`config.mk`:
```
export PLATFORM = sky130hd
export DESIGN_NAME = frame_readout_ctrl
export DESIGN_NICKNAME = d
export VERILOG_FILES = /design/src/rtl/frame_readout_ctrl.sv
export SDC_FILE = /design/constraint.sdc
export NUM_CORES = 1
export LEC_CHECK = 0
export ABC_AREA = 1
export CAP_MARGIN = 20
export CORE_MARGIN = 2
export CORE_UTILIZATION = 48
export CTS_CLUSTER_DIAMETER = 120
export DETAILED_ROUTE_END_ITERATION = 8
export GPL_TIMING_DRIVEN = 0
export PLACE_DENSITY_LB_ADDON = 0.12
export SLEW_MARGIN = 10
export SYNTH_ARGS = -nofsm -noshare
export SYNTH_HDL_FRONTEND = slang
export SYNTH_SLANG_ARGS = --single-unit
export TNS_END_PERCENT = 20
```
`constraint.sdc`:
```
create_clock -name CLK -period 2.15 [get_ports CLK]
set_clock_uncertainty 0.1 [all_clocks]
set_input_delay 0.43 -clock CLK [delete_from_list [all_inputs] [get_ports CLK]]
set_output_delay 0.43 -clock CLK [all_outputs]
set_load 0.01 [all_outputs]
```
`src/rtl/frame_readout_ctrl.sv`:
```
// Streams a decimated frame out of a single-line buffer to a UART, one or two
// bytes per pixel, under control of a one-byte command interface.
module frame_readout_ctrl #(
    parameter int H     = 752,
    parameter int V     = 480,
    parameter int PIX_W = 10
) (
    input  logic                 CLK,
    input  logic                 RST,
    input  logic                 CMD_VALID,
    input  logic [7:0]           CMD_DATA,
    input  logic                 WHOLE_LINE_READY_FLAG,
    input  logic [PIX_W-1:0]     DATA_IN,
    input  logic                 TX_IDLE,
    output logic [$clog2(V)-1:0] INTERESTING_LINE,
    output logic [$clog2(H)-1:0] READ_ADDRESS,
    output logic                 RESET_READY_FLAG,
    output logic [7:0]           TX_DATA,
    output logic                 TX_DATA_READY,
    output logic                 BUSY,
    output logic                 FRAME_DONE
);

    localparam int HW = $clog2(H);
    localparam int VW = $clog2(V);
    localparam int CW = HW + 4;
    localparam int LW = VW + 4;

    typedef enum logic [2:0] {
        S_IDLE,
        S_WAIT_LINE,
        S_FETCH,
        S_SEND_HI,
        S_SEND_LO,
        S_WAIT_TX
    } state_t;

    state_t           state;
    logic [1:0]       dec;
    logic             wide;
    logic             lo_pending;
    logic             fetch_wait;
    logic [PIX_W-1:0] pixel;

    logic [3:0]    step;
    logic [CW-1:0] col_next;
    logic [LW-1:0] line_next;
    logic          col_wrap;
    logic          frame_end;
    logic [15:0]   pix_ext;
    logic [15:0]   din_ext;
    logic [7:0]    hi_byte;
    logic [7:0]    lo_byte;
    logic          cmd_abort;
    logic          cmd_start;

    always_comb begin
        step      = 4'd1 << dec;
        col_next  = CW'(READ_ADDRESS) + CW'(step);
        line_next = LW'(INTERESTING_LINE) + LW'(step);
        col_wrap  = col_next >= CW'(H);
        frame_end = line_next >= LW'(V);
        pix_ext   = 16'(pixel);
        din_ext   = 16'(DATA_IN);
        // Shifting a zero-extended copy gives pixel[PIX_W-1:8] (0 when PIX_W=8)
        hi_byte   = wide ? 8'(pix_ext >> 8) : 8'(din_ext >> (PIX_W - 8));
        lo_byte   = pix_ext[7:0];
        cmd_abort = CMD_VALID && (CMD_DATA == 8'h00);
        cmd_start = CMD_VALID && CMD_DATA[7];
    end

    always_ff @(posedge CLK) begin
        if (RST) begin
            state            <= S_IDLE;
            dec              <= '0;
            wide             <= 1'b0;
            lo_pending       <= 1'b0;
            fetch_wait       <= 1'b0;
            pixel            <= '0;
            INTERESTING_LINE <= '0;
            READ_ADDRESS     <= '0;
            RESET_READY_FLAG <= 1'b1;
            TX_DATA          <= '0;
            TX_DATA_READY    <= 1'b0;
            BUSY             <= 1'b0;
            FRAME_DONE       <= 1'b0;
        end else begin
            TX_DATA_READY    <= 1'b0;
            FRAME_DONE       <= 1'b0;
            RESET_READY_FLAG <= 1'b0;
            if (state != S_IDLE && cmd_abort) begin
                state            <= S_IDLE;
                INTERESTING_LINE <= '0;
                READ_ADDRESS     <= '0;
                lo_pending       <= 1'b0;
                fetch_wait       <= 1'b0;
                BUSY             <= 1'b0;
                RESET_READY_FLAG <= 1'b1;
            end else begin
                case (state)
                    S_IDLE: begin
                        if (cmd_start) begin
                            dec              <= CMD_DATA[1:0];
                            wide             <= CMD_DATA[2];
                            INTERESTING_LINE <= '0;
                            READ_ADDRESS     <= '0;
                            BUSY             <= 1'b1;
                            state            <= S_WAIT_LINE;
                        end else begin
                            RESET_READY_FLAG <= 1'b1;
                        end
                    end
                    S_WAIT_LINE: begin
                        // The ready flag is stale while our clear pulse is still out
                        if (WHOLE_LINE_READY_FLAG && !RESET_READY_FLAG) begin
                            state <= S_FETCH;
                        end
                    end
                    S_FETCH: begin
                        // After a column step, give the buffer one cycle for the new address
                        if (fetch_wait) begin
                            fetch_wait <= 1'b0;
                        end else begin
                            pixel <= DATA_IN;
                            state <= S_SEND_HI;
                        end
                    end
                    S_SEND_HI: begin
                        if (TX_IDLE) begin
                            TX_DATA       <= hi_byte;
                            TX_DATA_READY <= 1'b1;
                            lo_pending    <= wide;
                            state         <= S_WAIT_TX;
                        end
                    end
                    S_SEND_LO: begin
                        if (TX_IDLE) begin
                            TX_DATA       <= lo_byte;
                            TX_DATA_READY <= 1'b1;
                            lo_pending    <= 1'b0;
                            state         <= S_WAIT_TX;
                        end
                    end
                    S_WAIT_TX: begin
                        // TX_IDLE lags our strobe by a cycle, so skip the strobe cycle
                        if (!TX_DATA_READY && TX_IDLE) begin
                            if (lo_pending) begin
                                state <= S_SEND_LO;
                            end else if (col_wrap) begin
                                READ_ADDRESS <= '0;
                                if (frame_end) begin
                                    INTERESTING_LINE <= '0;
                                    FRAME_DONE       <= 1'b1;
                                    BUSY             <= 1'b0;
                                    RESET_READY_FLAG <= 1'b1;
                                    state            <= S_IDLE;
                                end else begin
                                    INTERESTING_LINE <= line_next[VW-1:0];
                                    RESET_READY_FLAG <= 1'b1;
                                    state            <= S_WAIT_LINE;
                                end
                            end else begin
                                READ_ADDRESS <= col_next[HW-1:0];
                                fetch_wait   <= 1'b1;
                                state        <= S_FETCH;
                            end
                        end
                    end
                    default: state <= S_IDLE;
                endcase
            end
        end
    end

endmodule

```
; Word-level counts from Yosys, hierarchy flattened
; Index checks and enable logic that the tools add are counted.
; Widths: inputs -> output; s select.
[totals]
in_bits = 23
out_inout_bits = 31
regBits = 49
[classes]
eq_ne = 16
n_addsub = 2
shifts = 1
bitwise = 6
order_cmp = 2
reduce_logical = 26
muxes = 44
[ops]
columns = op, n
row1 = $mux 9, 5
row2 = $mux 10, 4
row3 = $mux 8, 3
row4 = $mux 3, 7
row5 = $ne 2x2->1 const B, 10
row6 = $pmux 10 s2, 1
row7 = $pmux 9 s2, 1
row8 = $mux 1, 17
row9 = $pmux 8 s2, 1
row10 = $pmux 3 s5, 1
row11 = $reduce_and 4->1, 3
row12 = $add 10x4->11, 1
row13 = $ge 11x10->1 const B, 1
row14 = $add 9x4->10, 1
row15 = $ge 10x9->1 const B, 1
row16 = $reduce_and 5->1, 2
row17 = $reduce_and 3->1, 3
row18 = $logic_not 8->1, 1
row19 = $pmux 1 s2, 4
row20 = $eq 3x2->1 const B, 2
row21 = $eq 3x3->1 const B, 2
row22 = $not 1->1, 6
row23 = $reduce_and 6->1, 1
row24 = $reduce_bool 2->1, 3
row25 = 10 further kinds, 16

; Logic depth before layout (Yosys ltp)
[logic_depth]
depth_word = 8
ltp_mapped = 24
mapped_depth_nobuf = 23

; Worst setup path after synthesis
; OpenSTA, ideal clock, no wires.
[synth_timing]
path_kind = flip-flop to flip-flop
start = register dec[0]
end = register INTERESTING_LINE[1]
arrival_time_ps = 2195
n_path_buf = 2
setup_slack_ps = -259
stages_incl_launch_ff = 21
required_ps = 1936
path_cell_list = dfxtp_1 > buf_6 > nor2_1 > ha_1 > ha_1 > inv_1 > nand2_2 > inv_2 > o21ai_2 > nand2_1 > o21bai_1 > nand2_1 > nor2_2 > nand2_4 > nand3_4 > nand2_4 > inv_2 > buf_6 > nand2_1 > nand2_1 > nor2_2
[synth_between]
elab_chain_len = 8
word_cells_on_any_way = 12
cone_classes = add/sub: 2 / order compare: 2 / eq/ne: 1 / shift: 1 / mux: 5 / reduce/logical: 1
[synth_lines]
columns = item, line
row1 = from (decl), 39  ; logic [1:0] dec;
row2 = from (signal assigned), 103  ; dec <= CMD_DATA[1:0];
row3 = $shl 1x2->4 (*), 58  ; step = 4'd1 << dec;
row4 = $add 9x4->10, 60  ; line_next = LW'(INTERESTING_LINE) + LW'(step);
row5 = $ge 10x9->1, 62  ; frame_end = line_next >= LW'(V);
row6 = $mux 9, 151  ; if (frame_end) begin
row7 = $mux 9, 149  ; end else if (col_wrap) begin
row8 = $mux 9, 147  ; if (lo_pending) begin
row9 = $mux 9, 146  ; if (!TX_DATA_READY && TX_IDLE) begin
row10 = $pmux 9 s2, 100  ; case (state)
row11 = to (signal assigned), 158  ; INTERESTING_LINE <= line_next[VW-1:0];
row12 = to (decl), 15  ; output logic [$clog2(V)-1:0] INTERESTING_LINE,
; Mark *: on every way between the ends. The rest lies on a longest branch, timed or not. The select of a mux whose other input is x is not followed.
; A chain may end at the register's enable or synchronous reset.

; Worst setup path in the final report
[layout_timing]
start = register dec[0]
end = register INTERESTING_LINE[6]
; Same word-level chain as after synthesis.

==> flow_summary.json <==
{
  "holdCritStartpoint": "pixel[4]$_SDFFE_PP0P_",
  "grt_pass1_wl_mm": 12.8,
  "dr_total_vias": 3305,
  "switching_share": 0.455,
  "synth_edf_count": 0,
  "power.total_w": 0.00470,
  "cts_buffers": 5,
  "status": "finished, violations left",
  "slew_violations": 0,
  "antenna_found_initial": 0,
  "synth_compound_area_frac": 0.134,
  "drive_gt1_frac": 0.204,
  "final_common_cell": "nand2_1",
  "placed_cell_area_mm2": 0.00366,
  "final_util": 0.699,
  "root_buffer": "clkbuf_8",
  "arrival_ns": 2.54,
  "synthMuxAreaShare": 0,
  "ys_types": 33,
  "cts.clk_slew.worst_paths_ns": 0.10,
  "n_antenna_cell": 0,
  "min_path_type": "reg2reg",
  "yosysWarnings": 0,
  "dieArea_mm2": 0.00683,
  "syn_inst": 473,
  "yosysSeqAreaShare": 0.330,
  "grt_max_degree": 16,
  "power.internal_w": 0.00256,
  "final_area_mm2": 0.00416,
  "comb_power_share": 0.569,
  "overflow": 0,
  "coreArea_mm2": 0.00596,
  "async_flop_share": 0,
  "fp.dieW_um": 82.7,
  "cts_buffer_depth": 2,
  "placed_cells": 601,
  "drcViolationCount": 0,
  "cts_tree": "yes",
  "leakage_nw": 1.76,
  "critPathLaunch": "dec[0]$_SDFFE_PP0P_",
  "htreeDepth": 2,
  "switching_power_w": 0.00214,
  "clock_latency_ns": 0.31,
  "clockPowerShare": 0.118,
  "wirelength_mm": 8.04,
  "worst_pin_slew_ns": 0.515,
  "rows": 28,
  "relSlewSlack": 0.657,
  "crit_fanout": 7,
  "synth_top_family_by_area": "simple AND/OR/NAND/NOR gates",
  "ys.flop_type": "dfxtp_1",
  "timing.hold.ws_ns": 0.378,
  "violations": "setup timing",
  "crit_type": "reg2reg",
  "final_cell_mix": "nand2_1 (110), nor2_1 (62), clkdlybuf4s50_1 (53)",
  "critPathRequiredTime_ns": 2.26,
  "area_growth_syn_to_layout_pct": 40.2,
  "hpwlAfterDp_mm": 5.65,
  "hold_viol": 0,
  "reg2reg_from": "dec[0]$_SDFFE_PP0P_",
  "max_cap_violations": 0,
  "cts.sinks": 49,
  "viasPerCell": 5.21,
  "io_buffers": 53,
  "clock.fmax_mhz": 412,
  "setup_slack_ns": -0.276,
  "grt_usage": 0.239,
  "fin_crit_sh": 1.13,
  "setup_viol": 25,
  "ir_worst_vdd_mv": 0.545,
  "place_congestion": 0.855,
  "synthesis.nets": 502,
  "die_h_um": 82.7,
  "ios": 54,
  "p_per_area_mw_per_mm2": 1130,
  "seq_power_share": 0.313,
  "layout.nets": 587,
  "cp-start-kind": "register",
  "synthAdderAreaFrac": 0.0253,
  "drt_pre_antenna_iters": 5,
  "avgSynthCellArea_um2": 6.28,
  "synth_xor_area_frac": 0.0147,
  "end_kind": "register",
  "finalNonFillerCells": 634,
  "mappedNetlistArea_mm2": 0.00297,
  "ys_seq_elements": 49,
  "synthSimpleGateAreaFrac": 0.397,
  "min_period_ns": 2.43,
  "rsz0062_at_grt": "true",
  "wl_per_cell_um": 12.7,
  "drt_iter0_drc": 180,
  "grt_pass1_vias": 3021,
  "antenna_left": 0,
  "initial_core_util": 0.499
}
-- power by group through the flow --
stage / clock network, W / registers, W / logic (W)
floorplan: 0 / 0.00148 / 0.00150
global placement: 0 / 0.00144 / 0.00222
finish: 0.000555 / 0.00147 / 0.00267
detailed placement: 0 / 0.00145 / 0.00226
global route: 0.000598 / 0.00151 / 0.00299
CTS: 0.000573 / 0.00146 / 0.00242
-- Yosys cell counts, drive strengths merged, types with 3 or more instances --
| cell | number | share of area |
|---|---|---|
| inv | 64 | 0.082 |
| nor2 | 77 | 0.11 |
| xor2 | 4 | 0.012 |
| ha | 6 | 0.025 |
| nand3b | 3 | 0.0076 |
| nand2 | 133 | 0.18 |
| nand4 | 10 | 0.021 |
| a21oi | 23 | 0.043 |
| nand3 | 35 | 0.065 |
| a31oi | 8 | 0.017 |
| dfxtp | 49 | 0.33 |
| nor3 | 8 | 0.013 |
| clkbuf | 4 | 0.0051 |
| o21ai | 39 | 0.067 |
| buf | 4 | 0.011 |
-- what timing repair did --
action / in CTS / in global routing
gates resized for setup: 26 / 41
setup buffers: 18 / 7
pin swaps: 15 / 19
hold buffers: 0 / 0
endpoints found under the setup margin: 34 / 42
gates cloned: 1 / 0
-- critical path: stages (launching register included) --
cell and delay (ns):
dfxtp_4 0.40, buf_4 0.15, inv_4 0.07, nand2_1 0.06, nand2_1 0.12, nand2_2 0.10
nor2_2 0.12, nand4_1 0.22, nand2_1 0.17, nand2_1 0.07, nand3_2 0.08, nor2_4 0.05
nand2_4 0.06, nand3_4 0.10, nand2_4 0.12, inv_4 0.05, buf_4 0.15, nor2_2 0.10
nor2_1 0.04
-- worst paths after layout --
check	end	slack, ns	cells after the start
worst min register to register	TX_DATA[4]$_SDFFE_PP0P_	0.38	2
worst min-delay path	TX_DATA[4]$_SDFFE_PP0P_	0.38	2
worst max register to register	INTERESTING_LINE[6]$_SDFFE_PP0P_	-0.28	18
worst max-delay path	INTERESTING_LINE[6]$_SDFFE_PP0P_	-0.28	18
-- metal layers --
metal	GRT usage	vias up	routed length, µm
li1	-	1692	-
met1	0.297	1505	3570
met2	0.417	100	3980
met3	0.0435	8	410
met4	0.0787	0	83
met5	0	-	0
-- final cells by class --
cell class | count | area (µm²)
buffer | 7 | 38.8
inverter | 65 | 262
multi-input combinational | 351 | 1950
timing repair buffer | 79 | 738
fill | 505 | 1790
clock buffer | 6 | 72.6
tap | 75 | 93.8
sequential | 49 | 991
clock inverter | 2 | 13.8
-- sequential cells by signal, indices dropped and copies added (netlist names) --
name              count
READ_ADDRESS         10
RESET_READY_FLAG      1
TX_DATA_READY         1
TX_DATA               8
BUSY                  1
INTERESTING_LINE      9
pixel                10
wide                  1
FRAME_DONE            1
state                 3
fetch_wait            1
dec                   2
lo_pending            1
-- per-stage QoR --
step                      TNS, ns  worst slack [ns]
after floorplan            -0.806            -0.147
after global placement      -9.10            -0.394
after detailed placement    -9.71            -0.440
after CTS                   -5.00            -0.270
after global routing       -11.05            -0.453
final                       -5.67            -0.276
-- cell families after synthesis --
family	Yosys count
AO/OA/AOI/OAI	73
XOR/XNOR	5
adder cells (fa/ha/maj)	6
buffers and inverters	73
flip-flops	49
AND/OR/NAND/NOR	267
(Power assumes the default switching activity.)
